[src/rtl/seg_pkg.sv]
// Shared types and constants for the two-digit multiplexed 7-segment driver.
package seg_pkg;

  // Scan order: BLANK_2 -> SHOW_1 -> BLANK_1 -> SHOW_2 -> BLANK_2.
  typedef enum logic [1:0] {
    BLANK_2 = 2'd0,
    SHOW_1  = 2'd1,
    BLANK_1 = 2'd2,
    SHOW_2  = 2'd3
  } state_t;

  localparam logic [6:0] SEG_BLANK = 7'h7F;
  localparam logic [6:0] SEG_DASH  = 7'b0111111;
  localparam logic [1:0] AN_OFF    = 2'b11;
  localparam logic [1:0] AN_ONES   = 2'b10;
  localparam logic [1:0] AN_TENS   = 2'b01;

  function automatic int max_int(input int a, input int b);
    return (a > b) ? a : b;
  endfunction

endpackage

[src/rtl/bcd_to_seg.sv]
// Combinational BCD to active-low 7-segment decoder, output order {g,f,e,d,c,b,a}.
module bcd_to_seg
  import seg_pkg::*;
(
  input  logic [3:0] i_bcd,
  output logic [6:0] o_seg
);

  // Non-BCD codes show a dash so a bad upstream value is visible, not hidden.
  always_comb begin
    o_seg = SEG_DASH;
    case (i_bcd)
      4'd0: o_seg = 7'b1000000;
      4'd1: o_seg = 7'b1111001;
      4'd2: o_seg = 7'b0100100;
      4'd3: o_seg = 7'b0110000;
      4'd4: o_seg = 7'b0011001;
      4'd5: o_seg = 7'b0010010;
      4'd6: o_seg = 7'b0000010;
      4'd7: o_seg = 7'b1111000;
      4'd8: o_seg = 7'b0000000;
      4'd9: o_seg = 7'b0010000;
      default: o_seg = SEG_DASH;
    endcase
  end

endmodule

[src/rtl/seg_mux_2.sv]
// Two-digit common-anode scan driver with per-frame digit snapshot and blanking gaps.
// Optional build macro SEG_MUX_LEADING_ZERO_BLANK_EN blanks a zero tens digit.
module seg_mux_2
  import seg_pkg::*;
#(
  parameter int REFRESH_DIV  = 50000,
  parameter int BLANK_CYCLES = 16,
  parameter int CNT_W        = $clog2(max_int(REFRESH_DIV, BLANK_CYCLES) + 1)
) (
  input  logic       CLK,
  input  logic       RST,
  input  logic [3:0] digit_1,
  input  logic [3:0] digit_2,
  output logic [6:0] seg,
  output logic [1:0] an,
  output logic       frame,
  output state_t     dbg_state
);

  localparam logic [CNT_W-1:0] SHOW_LAST  = CNT_W'(REFRESH_DIV - 1);
  localparam logic [CNT_W-1:0] BLANK_LAST = CNT_W'(BLANK_CYCLES - 1);

  state_t           r_state;
  state_t           w_next;
  logic [CNT_W-1:0] r_cnt;
  logic [3:0]       r_snap1;
  logic [3:0]       r_snap2;
  logic [6:0]       r_seg;
  logic [1:0]       r_an;
  logic             r_frame;

  logic             w_is_show;
  logic             w_last;
  logic             w_snap;
  logic [3:0]       w_snap1_nxt;
  logic [3:0]       w_snap2_nxt;
  logic [3:0]       w_dec_in;
  logic [6:0]       w_dec;
  logic [6:0]       w_seg_nxt;
  logic [1:0]       w_an_nxt;

  assign w_is_show = (r_state == SHOW_1) || (r_state == SHOW_2);
  assign w_last    = w_is_show ? (r_cnt == SHOW_LAST) : (r_cnt == BLANK_LAST);
  assign w_snap    = (r_state == BLANK_2) && w_last;

  // Values the snapshots will hold after this edge, so the output register
  // can show the freshly captured digit in the very first SHOW_1 cycle.
  assign w_snap1_nxt = w_snap ? digit_1 : r_snap1;
  assign w_snap2_nxt = w_snap ? digit_2 : r_snap2;

  always_comb begin
    w_next = r_state;
    if (w_last) begin
      case (r_state)
        BLANK_2: w_next = SHOW_1;
        SHOW_1:  w_next = BLANK_1;
        BLANK_1: w_next = SHOW_2;
        SHOW_2:  w_next = BLANK_2;
        default: w_next = BLANK_2;
      endcase
    end
  end

  always_ff @(posedge CLK or posedge RST) begin
    if (RST) begin
      r_state <= BLANK_2;
      r_cnt   <= '0;
    end else begin
      r_state <= w_next;
      r_cnt   <= w_last ? '0 : r_cnt + CNT_W'(1);
    end
  end

  always_ff @(posedge CLK or posedge RST) begin
    if (RST) begin
      r_snap1 <= 4'd0;
      r_snap2 <= 4'd0;
    end else if (w_snap) begin
      r_snap1 <= digit_1;
      r_snap2 <= digit_2;
    end
  end

  assign w_dec_in = (w_next == SHOW_2) ? w_snap2_nxt : w_snap1_nxt;

  bcd_to_seg u_dec (
    .i_bcd (w_dec_in),
    .o_seg (w_dec)
  );

  // Outputs are decoded from the next state so they flip on the same edge
  // as the state register and hold for the whole dwell.
  always_comb begin
    w_an_nxt  = AN_OFF;
    w_seg_nxt = SEG_BLANK;
    case (w_next)
      SHOW_1: begin
        w_an_nxt  = AN_ONES;
        w_seg_nxt = w_dec;
      end
      SHOW_2: begin
`ifdef SEG_MUX_LEADING_ZERO_BLANK_EN
        if (w_snap2_nxt != 4'd0) begin
          w_an_nxt  = AN_TENS;
          w_seg_nxt = w_dec;
        end
`else
        w_an_nxt  = AN_TENS;
        w_seg_nxt = w_dec;
`endif
      end
      default: begin
        w_an_nxt  = AN_OFF;
        w_seg_nxt = SEG_BLANK;
      end
    endcase
  end

  always_ff @(posedge CLK or posedge RST) begin
    if (RST) begin
      r_an    <= AN_OFF;
      r_seg   <= SEG_BLANK;
      r_frame <= 1'b0;
    end else begin
      r_an    <= w_an_nxt;
      r_seg   <= w_seg_nxt;
      r_frame <= w_snap;
    end
  end

  assign seg       = r_seg;
  assign an        = r_an;
  assign frame     = r_frame;
  assign dbg_state = r_state;

endmodule
[config.mk]
export PLATFORM = sky130hd
export DESIGN_NAME = seg_mux_2
export DESIGN_NICKNAME = d
export VERILOG_FILES = /design/src/rtl/seg_pkg.sv /design/src/rtl/bcd_to_seg.sv /design/src/rtl/seg_mux_2.sv
export SDC_FILE = /design/constraint.sdc
export NUM_CORES = 1
export LEC_CHECK = 0
export ABC_AREA = 0
export CAP_MARGIN = 20
export CORE_UTILIZATION = 50
export CTS_BUF_LIST = sky130_fd_sc_hd__clkbuf_16
export DETAILED_ROUTE_END_ITERATION = 7
export GPL_ROUTABILITY_DRIVEN = 1
export PLACE_DENSITY_LB_ADDON = 0.1
export SLEW_MARGIN = 5
export SYNTH_ARGS = -nofsm -noshare
export SYNTH_HDL_FRONTEND = slang
export SYNTH_SLANG_ARGS = --single-unit
[constraint.sdc]
create_clock -name CLK -period 7.21 [get_ports CLK]
set_input_delay 0.721 -clock CLK [delete_from_list [all_inputs] [get_ports CLK]]
set_output_delay 0.721 -clock CLK [all_outputs]
set_load 0.005 [all_outputs]
# Word level (Yosys, flattened, before mapping)
# Memory sizes are Yosys's and may differ from the RTL's.
# Cells that the tools add are included.
[totals] ff_bits=36 rom_bits=112 output_inout_bits=12 word_cells=29 n_memories=1
[memory_table] memory="(no name shown)" depth=16 word_bits=7 read_ports=1 rd_clocked_by_memory_dff=0 write_ports=0 line="bcd_to_seg.sv:12" source="case (i_bcd)"
[classes] add_sub_neg=1 n_eq_ne=7 n_mux=9 n_reduce_logical=4
[op_table] operator="16-bit by 1-bit adder with 16-bit output, second input constant" count=1
[op_table] operator="16-bit equality test, second input constant" count=1
[op_table] operator="16-bit by 4-bit equality test with 1-bit output, second input constant" count=1
[op_table] operator="16-bit 2-to-1 mux" count=1
[op_table] operator="4-bit 2-to-1 mux" count=3
[op_table] operator="2-bit case mux with 4 select lines" count=1
[op_table] operator="7-bit 2-to-1 mux" count=1
[op_table] operator="2-bit equality test, second input constant" count=3
[op_table] operator="2-bit by 1-bit equality test with 1-bit output, second input constant" count=2
[op_table] operator="2-bit case mux with 2 select lines" count=1
[op_table] operator="2-bit logical NOT" count=1
[op_table] operator="2-bit 2-to-1 mux" count=1
[op_table] operator="2-bit OR reduction" count=1
[op_table] operator="1-bit logical AND" count=1
[op_table] operator="1-bit logical OR" count=1
[op_table] operator="1-bit 2-to-1 mux" count=1

# Logic depth before layout (Yosys ltp)
# Gate-level depths: netlist of run 1.
# An unclocked memory read counts as a cell.
[depth] depth_word=8 mapped_depth=13 mapped_depth_nobuf=12

# Cells and area by module
# Synthesis of run 1 repeated with hierarchy kept, for this count alone.
[unflattened] cells_unflattened=170 area_unflattened_um2=1858.0
[by_module_without_submodules] module="seg_mux_2" instances=1 cells_each=137 area_each_um2=1652.8 seq_area_each_um2=912.1
[by_module_without_submodules] module="bcd_to_seg" instances=1 cells_each=33 area_each_um2=205.2 seq_area_each_um2=0.0

# Worst setup path before layout of run 1
# Ideal clock, no wire load.
[synth_timing] path_kind="reg-to-reg" from="register r_state[0] (netlist: dbg_state[0])" to="register r_seg[3] (netlist: seg[3])" setup_time_ns=0.099 arrival_time_ns=2.648 required_ns=7.111 path_slack_ns=4.463 stages_incl_launch_ff=12 n_path_buf=1 cell_sequence="dfrtp_1 -> ha_1 -> or4_1 -> nor4_2 -> o211a_1 -> buf_6 -> mux2i_1 -> and3_1 -> inv_1 -> ha_1 -> nor3b_1 -> o21ai_1"
[synth_via] elab_chain_len=8 word_cells_on_any_way=17
[synth_rtl] item="start: declaration" line="seg_mux_2.sv:23" source="state_t r_state;"
[synth_rtl] item="start signal: assignment" line="seg_mux_2.sv:69" source="r_state <= w_next;"
[synth_rtl] item="parallel branches: the longest is 7 deep, another holds memory read 16 x 7 bit"
[synth_rtl] item="7-bit 2-to-1 mux (*)" line="seg_mux_2.sv:96" source="case (w_next)"
[synth_rtl] item="net w_seg_nxt[3]" line="seg_mux_2.sv:39" source="logic [6:0] w_seg_nxt;"
[synth_rtl] item="end signal: assignment" line="seg_mux_2.sv:126" source="r_seg <= w_seg_nxt;"
[synth_rtl] item="end: declaration" line="seg_mux_2.sv:28" source="logic [6:0] r_seg;"
# Mark *: on every way through the listed nets, which the timed path passes.

# Final worst setup path of run 1
[layout_timing] from="register r_state[0] (netlist: dbg_state[0])" to="register r_seg[0] (netlist: seg[0])"
# The elaborated chain is that of the path after synthesis.

==> reports/metrics.yaml, run 1 <==
floorplanning:
  design.core.area_sq_um: 3744
  dieArea_sq_um: 4225
  die_x_microns: 65
  die_h_microns: 65
  io_pins: 22
  start_util: 0.5301
  rows: 22
finish:
  multiInputGateArea_sq_um: 1007
  antenna_cells: 0
  area_growth_pct: 18.79
  layout-drive-gt1-share: 0.1848
  stdcell_count: 259
  fin_area_sq_um: 2357
  seq_area_sq_um: 912.1
  final_nets: 232
  fill_cells: 320
setup_path:
  slowest_stage: "o211a_1"
  critPathRequiredTime_ns: 7.41
  critPathMaxStageDelay_ns: 0.53
  regToRegSetupSlack_ns: 3.99
  crit_arrival_ns: 3.42
  worstSetupPathType: "flip-flop to flip-flop"
  end_kind: "flip-flop"
  crit_buf_inv: 1
  crit_fanout: 17
  cp_top_family: "simple AND/OR/NAND/NOR gates"
  ff2ff_path_depth: 10
  worst_setup_path_start_kind: "flip-flop"
  crit_chain: "ha_1 -> or4_1 -> nor4_2 -> o211a_1 -> mux2_4 -> inv_1 -> ha_1 -> nor2_1 -> mux2_4 -> o21ai_1"
  worstReg2RegEnd: "seg[0]"
  timing.rr.start: "dbg_state[0]"
sta:
  min_period_ns: 3.223
  finClkSkew_ns: 0.005712
  max_freq_mhz: 310.3
  max_slew_margin: 0.5714
  drv_slew: 0
  tightestPinTransition_ns: 0.6429
  finalSetupViolations: 0
  hold_viol: 0
  fin_crit_sh: 0.4470
  rsz0062_at_grt: "false"
  tns_ns: 0
worst_hold_path:
  hold_depth: 1
  hold_start: "r_cnt[0]"
  min_path_type: "flip-flop to flip-flop"
  min_to: "r_cnt[0]"
power_and_ir_drop:
  power_frac_seq: 0.479
  ir_worst_vdd_v: 0.0001303
  p_sw_uw: 90.83
  comb_power_share: 0.077
  leakagePower_nw: 1.071
  clkPwrFrac: 0.444
  power.density_nw_per_um2: 188.7
  power_uw: 444.9
  p_int_uw: 354.0
  swShare: 0.2042
synthesis:
  synth_area_leaders: "dfrtp_1 (34%), dfstp_2 (12%), ha_1 (7.6%), mux2_2 (5.1%), nand2_1 (3.6%)"
  synth_common_cells: "dfrtp_1 (27), nand2_1 (19), nor2_1 (13), ha_1 (12)"
  synthDistinctLibCells: 38
  syn_area_sq_um: 1984
  syn_avg_cell_area_sq_um: 10.67
  synthFlopType: "dfrtp_1"
  yosysWarnings: 0
  synth_edf_count: 0
  yosys.cell_count.top_type: "dfrtp_1"
  synth_nets: 208
  yosysTopAreaCell: "dfrtp_1"
  yosysTopAreaCellShare: 0.3405
  asyncSetResetFlopFracSynth: 1.000
  synth-seq-cells: 36
  seq_area_frac_synth: 0.4596
  synthCells: 186
clock_network:
  cts_buffers: 5
  cts_hold_buf: 0
  clk_latency_ns: 0.28
  post_cts_buffers: 0
  cts_max_level: 2
  cts_root_buf: "clkbuf_16"
  ctsResizeCount: 0
  cts.clk_slew.worst_paths_ns: 0.05
  cts_tree: "yes"
  clockBufferDepth: 2
  clock_sinks: 36
global_route:
  grt_pass1_vias: 1435
  grtUsageTotal: 0.2069
  grt_start_max_net_pins: 37
  antenna_found_initial: 0
  grt_pass1_wl_microns: 6513
  gr-total-overflow: 0
detailed_routing:
  num_vias: 1420
  routedWlPerCell_microns: 14.04
  drt_iter0_markers: 56
  wl_microns: 3636
  drc_errors: 0
  dr.pass1.iters: 4
  ant_nets: 0
  via_per_inst: 5.483
status:
  status: "complete, no violations"
job:
  max_cap_viol_count: 0
placed_design:
  port_buffers: 21
  gp_congestion: 0.7970
  dpl.hpwl_microns: 2672
  place_area_sq_um: 2220
  post-place-cells: 251
## power groups by stage
stage	Combinational (mW)	Sequential (mW)	Clock, mW
after floorplan	0.0184	0.216	0
after global placement	0.0333	0.216	0
after detailed placement	0.0345	0.216	0
after CTS	0.0347	0.213	0.202
after global routing	0.0379	0.213	0.211
final	0.0343	0.213	0.198
## layer usage
| metal | global-route usage | vias up | routed length (microns) |
|---|---|---|---|
| met2 | 0.3229 | 37 | 1692 |
| met4 | 0.09722 | 0 | 63 |
| met1 | 0.2670 | 681 | 1706 |
| met3 | 0.05282 | 7 | 173 |
| met5 | 0 | - | 0 |
| li1 | - | 695 | - |
## kinds of logic (layout without fill, tap and decap cells)
| group | Yosys count | after routing | synth area share |
|---|---|---|---|
| and+or+nand+nor | 72 | 72 | 0.1923 |
| DFF | 36 | 36 | 0.4596 |
| AOI/OAI and AO/OA | 27 | 27 | 0.07944 |
| muxes | 17 | 17 | 0.1116 |
| adders and majority gates | 12 | 12 | 0.07566 |
| xor gates and xnor gates | 11 | 11 | 0.04855 |
| buffers and inverters | 11 | 36 | 0.03278 |
## cells in the final DEF, fill, tap and decap left out, types with 2 or more instances in the layout
cell              n
inv_1             8
clkdlybuf4s50_1  21
xnor2_1           7
a21oi_1           9
o21a_1            2
nand2b_1          2
mux2i_1           3
nor4_2            2
nor2_1           13
and3_1            6
o211a_1           2
ha_1             12
or4_1             2
dfrtp_1          27
dfstp_2           9
o21ai_1           7
nand3_1           7
and3_2            2
mux4_2            2
o21ai_0           5
nor3b_1           2
clkbuf_16         5
nor3_1            9
mux2_4            3
nand2_1          19
xor2_1            4
mux2_2            9
## area by class of cell
class / count / share of cell area
sequential: 36 / 0.3869
tap: 48 / 0.02548
clock buffer: 5 / 0.05308
inverter: 6 / 0.009554
clock inverter: 3 / 0.005308
multi-input combinational: 139 / 0.4273
timing repair buffer: 22 / 0.09236
## metrics by stage
stage | worst slack, ns | utilization | hold slack (ns)
after floorplan | 4.463 | - | 0.4329
after global placement | 4.173 | 0.5929 | 0.4506
after detailed placement | 4.015 | 0.5929 | 0.4558
after CTS | 3.983 | 0.6297 | 0.4644
after global routing | 3.768 | 0.6297 | 0.5041
final | 3.987 | 0.6297 | 0.4624
## worst max-delay path by stage
stage,cells past startpoint,slack [ns],startpoint,end
6_report,10,3.99,dbg_state[0],seg[0]
5_1_grt,10,3.77,dbg_state[0],seg[3]
4_1_cts,10,3.98,dbg_state[0],seg[0]
3_5_place_dp,10,4.02,dbg_state[0],seg[0]
3_3_place_gp,10,4.17,dbg_state[0],seg[3]
2_1_floorplan,11,4.46,dbg_state[0],seg[3]
## sequential cells by signal, indices dropped and copies added (netlist names)
name and count:
an 2, dbg_state 2, frame 1, r_cnt 16
r_snap1 4, r_snap2 4, seg 7
No activity file was read; power rests on OpenSTA's default activity.
==> run 2: changes to the inputs <==
==> constraint.sdc (replaced) <==
create_clock -name CLK -period 2.7 [get_ports CLK]
set_input_delay 0.27 -clock CLK [delete_from_list [all_inputs] [get_ports CLK]]
set_output_delay 0.27 -clock CLK [all_outputs]
set_load 0.005 [all_outputs]
==> run 2 against run 1 <==
Compared with the run above: the run now ends with setup timing left; flip-flop and latch count did not move; clock power rose to 2.7 times the previous value; cell count rose by 6.6%; critical path type unchanged.
==> reports/metrics.yaml, run 2 (synthesized netlist as in run 1, its figures left out) <==
placed_design:
  gp_congestion: 0.7841  # -1.6%
  place_worst_setup_slack_ns: -0.02869  # -4.044 ns
  dpl.hpwl_microns: 2737  # +2.5%
  port_buffers: 21  # unchanged
floorplanning:
  design.core.area_sq_um: 3744  # unchanged
  dieArea_sq_um: 4225  # unchanged
  die_x_microns: 65  # unchanged
  rows: 22  # unchanged
  die_h_microns: 65  # unchanged
  io_pins: 22  # unchanged
  start_util: 0.5301  # unchanged
finish:
  antenna_cells: 0  # unchanged
  final_nets: 249  # +7.3%
  fill_cells: 272  # -15%
  layout-drive-gt1-share: 0.3421  # +0.1573
  final_cell_mix: "dfrtp_1 (27), clkdlybuf4s50_1 (21), nand2_1 (19), buf_4 (14), nor2_1 (13)"
  seq_area_sq_um: 912.1  # unchanged
  area_growth_pct: 34.68
  fin_util: 0.7139  # +0.08423
  final_common_cell: "dfrtp_1"
  multiInputGateArea_sq_um: 1162  # +15%
  regMostFlops: "r_cnt"
  largest_reg_flops: 16  # unchanged
setup_path:
  critPathRequiredTime_ns: 2.90  # -4.51 ns
  worst_setup_path_start_kind: "flip-flop"
  ff2ff_path_depth: 11  # +1
  crit_top_cell: "buf_4"
  worstSetupPathType: "flip-flop to flip-flop"
  crit_chain: "buf_4 -> clkinvlp_4 -> ha_4 -> o21ai_4 -> mux4_2 -> mux2_4 -> buf_4 -> ha_1 -> nand2_1 -> mux2i_1 -> o21ai_1"
  end_kind: "flip-flop"
  crit_arrival_ns: 2.91  # -0.51 ns
  worstSetupStartpoint: "dbg_state[0]"
  regToRegSetupSlack_ns: -0.01  # -4.00 ns
  timing.rr.start: "dbg_state[0]"
  critPathMaxStageDelay_ns: 0.53  # about the same
  crit_cells: 11  # +1
  crit_fanout: 5  # -12
  slowest_stage: "mux4_2"
  crit_buf_inv: 3  # +2
  cp_top_family: "multiplexers"
worst_hold_path:
  min_path_type: "primary input to async pin"
global_route:
  grtUsageTotal: 0.2271  # +0.02019
  gr-total-overflow: 0  # unchanged
  antenna_found_initial: 0  # unchanged
  grt_pass1_vias: 1592  # +11%
  grt_pass1_wl_microns: 7196  # +10%
  grt_start_max_net_pins: 37  # unchanged
sta:
  min_period_ns: 2.711  # -0.5121 ns
  finClkSkew_ns: 0.007482  # +0.001770 ns
  rsz0062_at_grt: "true"
  drv_slew: 0  # unchanged
  fin_crit_sh: 1.004  # +0.5570
  fin_ws_ns: -0.01091  # -3.998 ns
  finalSetupViolations: 1  # +1
  hold_slack_ns: 0.4076  # -0.05479 ns
  hold_viol: 0  # unchanged
  tightestPinTransition_ns: 0.4530  # -0.1898 ns
  max_freq_mhz: 368.9  # +19%
  max_slew_margin: 0.6980  # +0.1266
clock_network:
  cts_root_buf: "clkbuf_16"
  clockBufferDepth: 2  # unchanged
  clk_latency_ns: 0.28  # about the same
  cts.clk_slew.worst_paths_ns: 0.06  # about the same
  cts_tree: "yes"
  clock_sinks: 36  # unchanged
  cts_buffers: 5  # unchanged
  cts_max_level: 2  # unchanged
detailed_routing:
  drc_errors: 0  # unchanged
  num_vias: 1539  # +8.4%
  dr.pass1.iters: 4  # unchanged
  drt_iter0_markers: 102  # +82%
  via_per_inst: 5.576  # +1.7%
  routedWlPerCell_microns: 15.17  # +8.1%
  ant_nets: 0  # unchanged
  wl_microns: 4188  # +15%
status:
  status: "complete, but fails checks"
  violations: "setup timing"
power_and_ir_drop:
  power.density_nw_per_um2: 454.9  # +140%
  leakagePower_nw: 1.170  # +9.3%
  ir_worst_vdd_v: 0.0002980  # +130%
job:
  max_cap_viol_count: 0  # unchanged
-- run 2: cell count changes in the layout (fill, tap and decap cells not counted), moves of 2 or more --
| cell | delta |
|---|---|
| buf_4 | +13 |
| ha_1 | -7 |
| ha_4 | +6 |
| inv_1 | -4 |
| buf_6 | +3 |
| inv_4 | +2 |
| o21ai_1 | -2 |
| o21ai_2 | +2 |
-- run 2: per-layer routing --
metal	GRT usage	vias to the layer above	routed length (microns)
met1	0.2904	753	1986
met5	0	-	0
met4	0.09167	0	85
li1	-	730	-
met2	0.3750	45	1953
met3	0.04401	11	163
-- run 2: path summary, 6_finish.rpt --
kind,endpoint
worst max-delay path,seg[4]
min in group CLK,r_cnt[0]
worst max register to register,seg[4]
max in group asynchronous,an[1]
worst min-delay path,dbg_state[0]
worst min register to register,r_cnt[0]
-- run 2: power by group --
part	switching, mW	internal, mW
Sequential	0.00689	0.562
Combinational	0.0510	0.0648
Clock	0.199	0.333
Total	0.257	0.959
-- run 2: through the flow --
stage / total power, mW / area, sq um / setup TNS (ns) / std cells
6_report: 1.216 / 2673 / -0.01091 / 276
5_1_grt: 1.255 / 2673 / -0.4469 / 276
4_1_cts: 1.212 / 2562 / -0.05601 / 276
3_5_place_dp: 0.6732 / 2325 / -0.05256 / 265
3_3_place_gp: 0.6690 / 2325 / 0 / 265
2_1_floorplan: 0.6265 / 1984 / -0.04691 / 186
-- run 2: layout make-up --
type / instances / share of cell area
Inverter: 6 / 0.01170
Timing Repair Buffer: 39 / 0.1381
Clock buffer: 5 / 0.04682
Multi-Input combinational cell: 139 / 0.4349
Sequential cell: 36 / 0.3413
Clock inverter: 3 / 0.004682
Tap cell: 48 / 0.02247
-- run 2: what timing repair did --
| action | CTS | global route |
|---|---|---|
| setup buffers | 3 | 1 |
| endpoints found under the setup margin | 3 | 14 |
| hold buffers | 0 | 0 |
| pin swaps | 9 | 8 |
| resized for setup | 14 | 21 |
-- run 2: worst register-to-register path, stage by stage, from the launching register on --
cell        delay [ns]
dfrtp_1           0.38
buf_4             0.17
clkinvlp_4        0.17
ha_4              0.22
o21ai_4           0.19
mux4_2            0.53
mux2_4            0.30
buf_4             0.16
ha_1              0.24
nand2_1           0.08
mux2i_1           0.08
o21ai_1           0.13
==> run 3: changes to the inputs <==
--- a/config.mk
+++ b/config.mk
@@ -8,7 +8,7 @@
 export ABC_AREA = 0
 export CAP_MARGIN = 20
 export CORE_UTILIZATION = 50
-export CTS_BUF_LIST = sky130_fd_sc_hd__clkbuf_16
+export CTS_BUF_LIST = sky130_fd_sc_hd__clkbuf_4 sky130_fd_sc_hd__clkbuf_8
 export DETAILED_ROUTE_END_ITERATION = 7
 export GPL_ROUTABILITY_DRIVEN = 1
 export PLACE_DENSITY_LB_ADDON = 0.1
==> run 3 against run 2 <==
Compared with the run above: the run now ends clean; core utilization down 1.6 points; sequential share of layout area up 0.80 points; wire length down 4.8%; cell count unchanged; flip-flop and latch count unchanged; critical path depth unchanged; worst setup slack better by 0.039 ns; worst hold slack worse by 0.017 ns; critical path type unchanged; largest power group unchanged; highest routed layer unchanged.
==> reports/metrics.yaml, run 3 (synthesized netlist as in run 1, its figures left out) <==
detailed_routing:
  dr.pass1.iters: 5  # +1
  wl_microns: 3985  # -4.8%
  drt_iter0_markers: 75  # -26%
  drc_errors: 0  # unchanged
  routedWlPerCell_microns: 14.44  # -4.8%
  num_vias: 1481  # -3.8%
  ant_nets: 0  # unchanged
  via_per_inst: 5.366  # -3.8%
sta:
  hold_viol: 0  # unchanged
  finClkSkew_ns: 0.009249  # +0.001767 ns
  max_slew_margin: 0.6984  # about the same
  finalSetupViolations: 0  # -1
  fin_ws_ns: 0.02782  # +0.03873 ns
  fin_crit_sh: 0.9897  # -0.01435
  max_freq_mhz: 374.2  # +1.4%
  min_period_ns: 2.672  # -0.03873 ns
  tns_ns: 0  # +0.01091 ns
  drv_slew: 0  # unchanged
  tightestPinTransition_ns: 0.4525  # -0.0005807 ns
  rsz0062_at_grt: "true"
placed_design:
  port_buffers: 21  # unchanged
  place_worst_setup_slack_ns: -0.02869  # unchanged
  gp_congestion: 0.7841  # unchanged
  dpl.hpwl_microns: 2737  # unchanged
floorplanning:
  rows: 22  # unchanged
  start_util: 0.5301  # unchanged
  die_h_microns: 65  # unchanged
  design.core.area_sq_um: 3744  # unchanged
  die_x_microns: 65  # unchanged
  io_pins: 22  # unchanged
  dieArea_sq_um: 4225  # unchanged
setup_path:
  ff2ff_path_depth: 11  # unchanged
  slowest_stage: "mux4_2"
  cp_top_family: "multiplexers"
  worst_setup_path_start_kind: "flip-flop"
  end_kind: "flip-flop"
  crit_chain: "buf_6 -> clkinvlp_4 -> ha_4 -> o21ai_4 -> mux4_2 -> mux2_4 -> inv_4 -> ha_4 -> nor2_2 -> mux2_4 -> o21ai_2"
  crit_arrival_ns: 2.89  # -0.02 ns
  crit_cells: 11  # unchanged
  worstSetupPathType: "flip-flop to flip-flop"
  critPathRequiredTime_ns: 2.92  # +0.02 ns
  crit_buf_inv: 3  # unchanged
  critPathMaxStageDelay_ns: 0.52  # about the same
  crit_fanout: 5  # unchanged
power_and_ir_drop:
  power.density_nw_per_um2: 405.3  # -11%
  leakagePower_nw: 1.137  # -2.9%
  ir_worst_vdd_v: 0.0003280  # +10%
  power_frac_seq: 0.536  # +0.068
  comb_power_share: 0.105  # +0.010
  clkPwrFrac: 0.359  # -0.078
  p_sw_uw: 233.7  # -8.9%
  p_int_uw: 824.6  # -14%
  swShare: 0.2208  # +0.009813
global_route:
  grt_pass1_vias: 1527  # -4.1%
  grt_pass1_wl_microns: 6900  # -4.1%
  gr-total-overflow: 0  # unchanged
  grtUsageTotal: 0.2211  # -0.006047
  antenna_found_initial: 0  # unchanged
  grt_start_max_net_pins: 37  # unchanged
finish:
  regMostFlops: "r_cnt"
  final_nets: 249  # unchanged
  layout-drive-gt1-share: 0.3553  # +0.01316
  fin_util: 0.6975  # -0.01638
  largest_reg_flops: 16  # unchanged
  final_common_cell: "dfrtp_1"
  final_cell_mix: "dfrtp_1 (27), clkdlybuf4s50_1 (21), nand2_1 (19), buf_4 (13), nor2_1 (11)"
  antenna_cells: 0  # unchanged
  area_growth_pct: 31.59
job:
  max_cap_viol_count: 0  # unchanged
clock_network:
  cts_buffers: 5  # unchanged
  cts.clk_slew.worst_paths_ns: 0.07  # about the same
  clock_sinks: 36  # unchanged
  cts_max_level: 2  # unchanged
  clk_latency_ns: 0.29  # about the same
  clockBufferDepth: 2  # unchanged
  cts_tree: "yes"
  cts_root_buf: "clkbuf_8"
worst_hold_path:
  min_path_type: "primary input to async pin"
status:
  status: "complete, no violations"
run 3: cell types whose count changed in the layout (fill, tap and decap cells not counted), moves of 2 or more:
| cell | previous run | this run |
|---|---|---|
| clkbuf_16 | 5 | 0 |
| clkbuf_8 | 0 | 5 |
| clkbuf_4 | 0 | 2 |
| nor2_1 | 13 | 11 |
| nor2_2 | 1 | 3 |
run 3: tightest hold or removal path: stages:
cell and delay [ns]:
clkdlybuf4s50_1 0.39, inv_1 0.05, buf_4 0.39
run 3: power by group through the flow:
stage          clock network, mW  registers, mW  logic (mW)
3_3_place_gp                   0          0.576      0.0926
3_5_place_dp                   0          0.577      0.0958
2_1_floorplan                  0          0.577      0.0494
4_1_cts                    0.390          0.568       0.105
6_report                   0.380          0.568       0.111
5_1_grt                    0.409          0.569       0.122
run 3: final cells by class:
class | count | area [sq um]
Clock inverter | 1 | 5.005
Clock buffer | 7 | 83.83
Fill cell | 279 | 1132
Sequential cell | 36 | 912.1
Inverter | 6 | 31.28
Timing Repair Buffer | 39 | 372.9
Multi-Input combinational cell | 139 | 1146
Tap cell | 48 | 60.06
run 3: final timing paths:
kind	end	slack [ns]	from
max	seg[3]	0.03	dbg_state[0]
min	dbg_state[1]	0.39	RST
max reg2reg	seg[3]	0.03	dbg_state[0]
min reg2reg	r_cnt[0]	0.46	r_cnt[0]
max in group asynchronous	an[1]	1.97	RST
min in group CLK	r_cnt[0]	0.46	r_cnt[0]
run 3: what timing repair did:
item / CTS / global route
resized for setup: 14 / 21
cloned: 0 / 0
pin swaps: 9 / 6
hold buffers: 0 / 0
buffers inserted: 3 / 1
endpoints found under the setup margin: 3 / 14
run 3: stage by stage:
step	power [mW]	cell area (sq um)	std cells	hold slack, ns
after floorplan	0.6265	1984	186	0.3825
after global placement	0.6690	2325	265	0.4429
after detailed placement	0.6732	2325	265	0.4544
after CTS	1.063	2514	276	0.3987
after global routing	1.100	2611	276	0.4365
final	1.058	2611	276	0.3903
run 3: per-layer routing:
| metal | wire length [microns] | GRT usage |
|---|---|---|
| met4 | 76 | 0.09444 |
| met3 | 152 | 0.06162 |
| met5 | 0 | 0 |
| met1 | 1859 | 0.2779 |
| met2 | 1897 | 0.3542 |
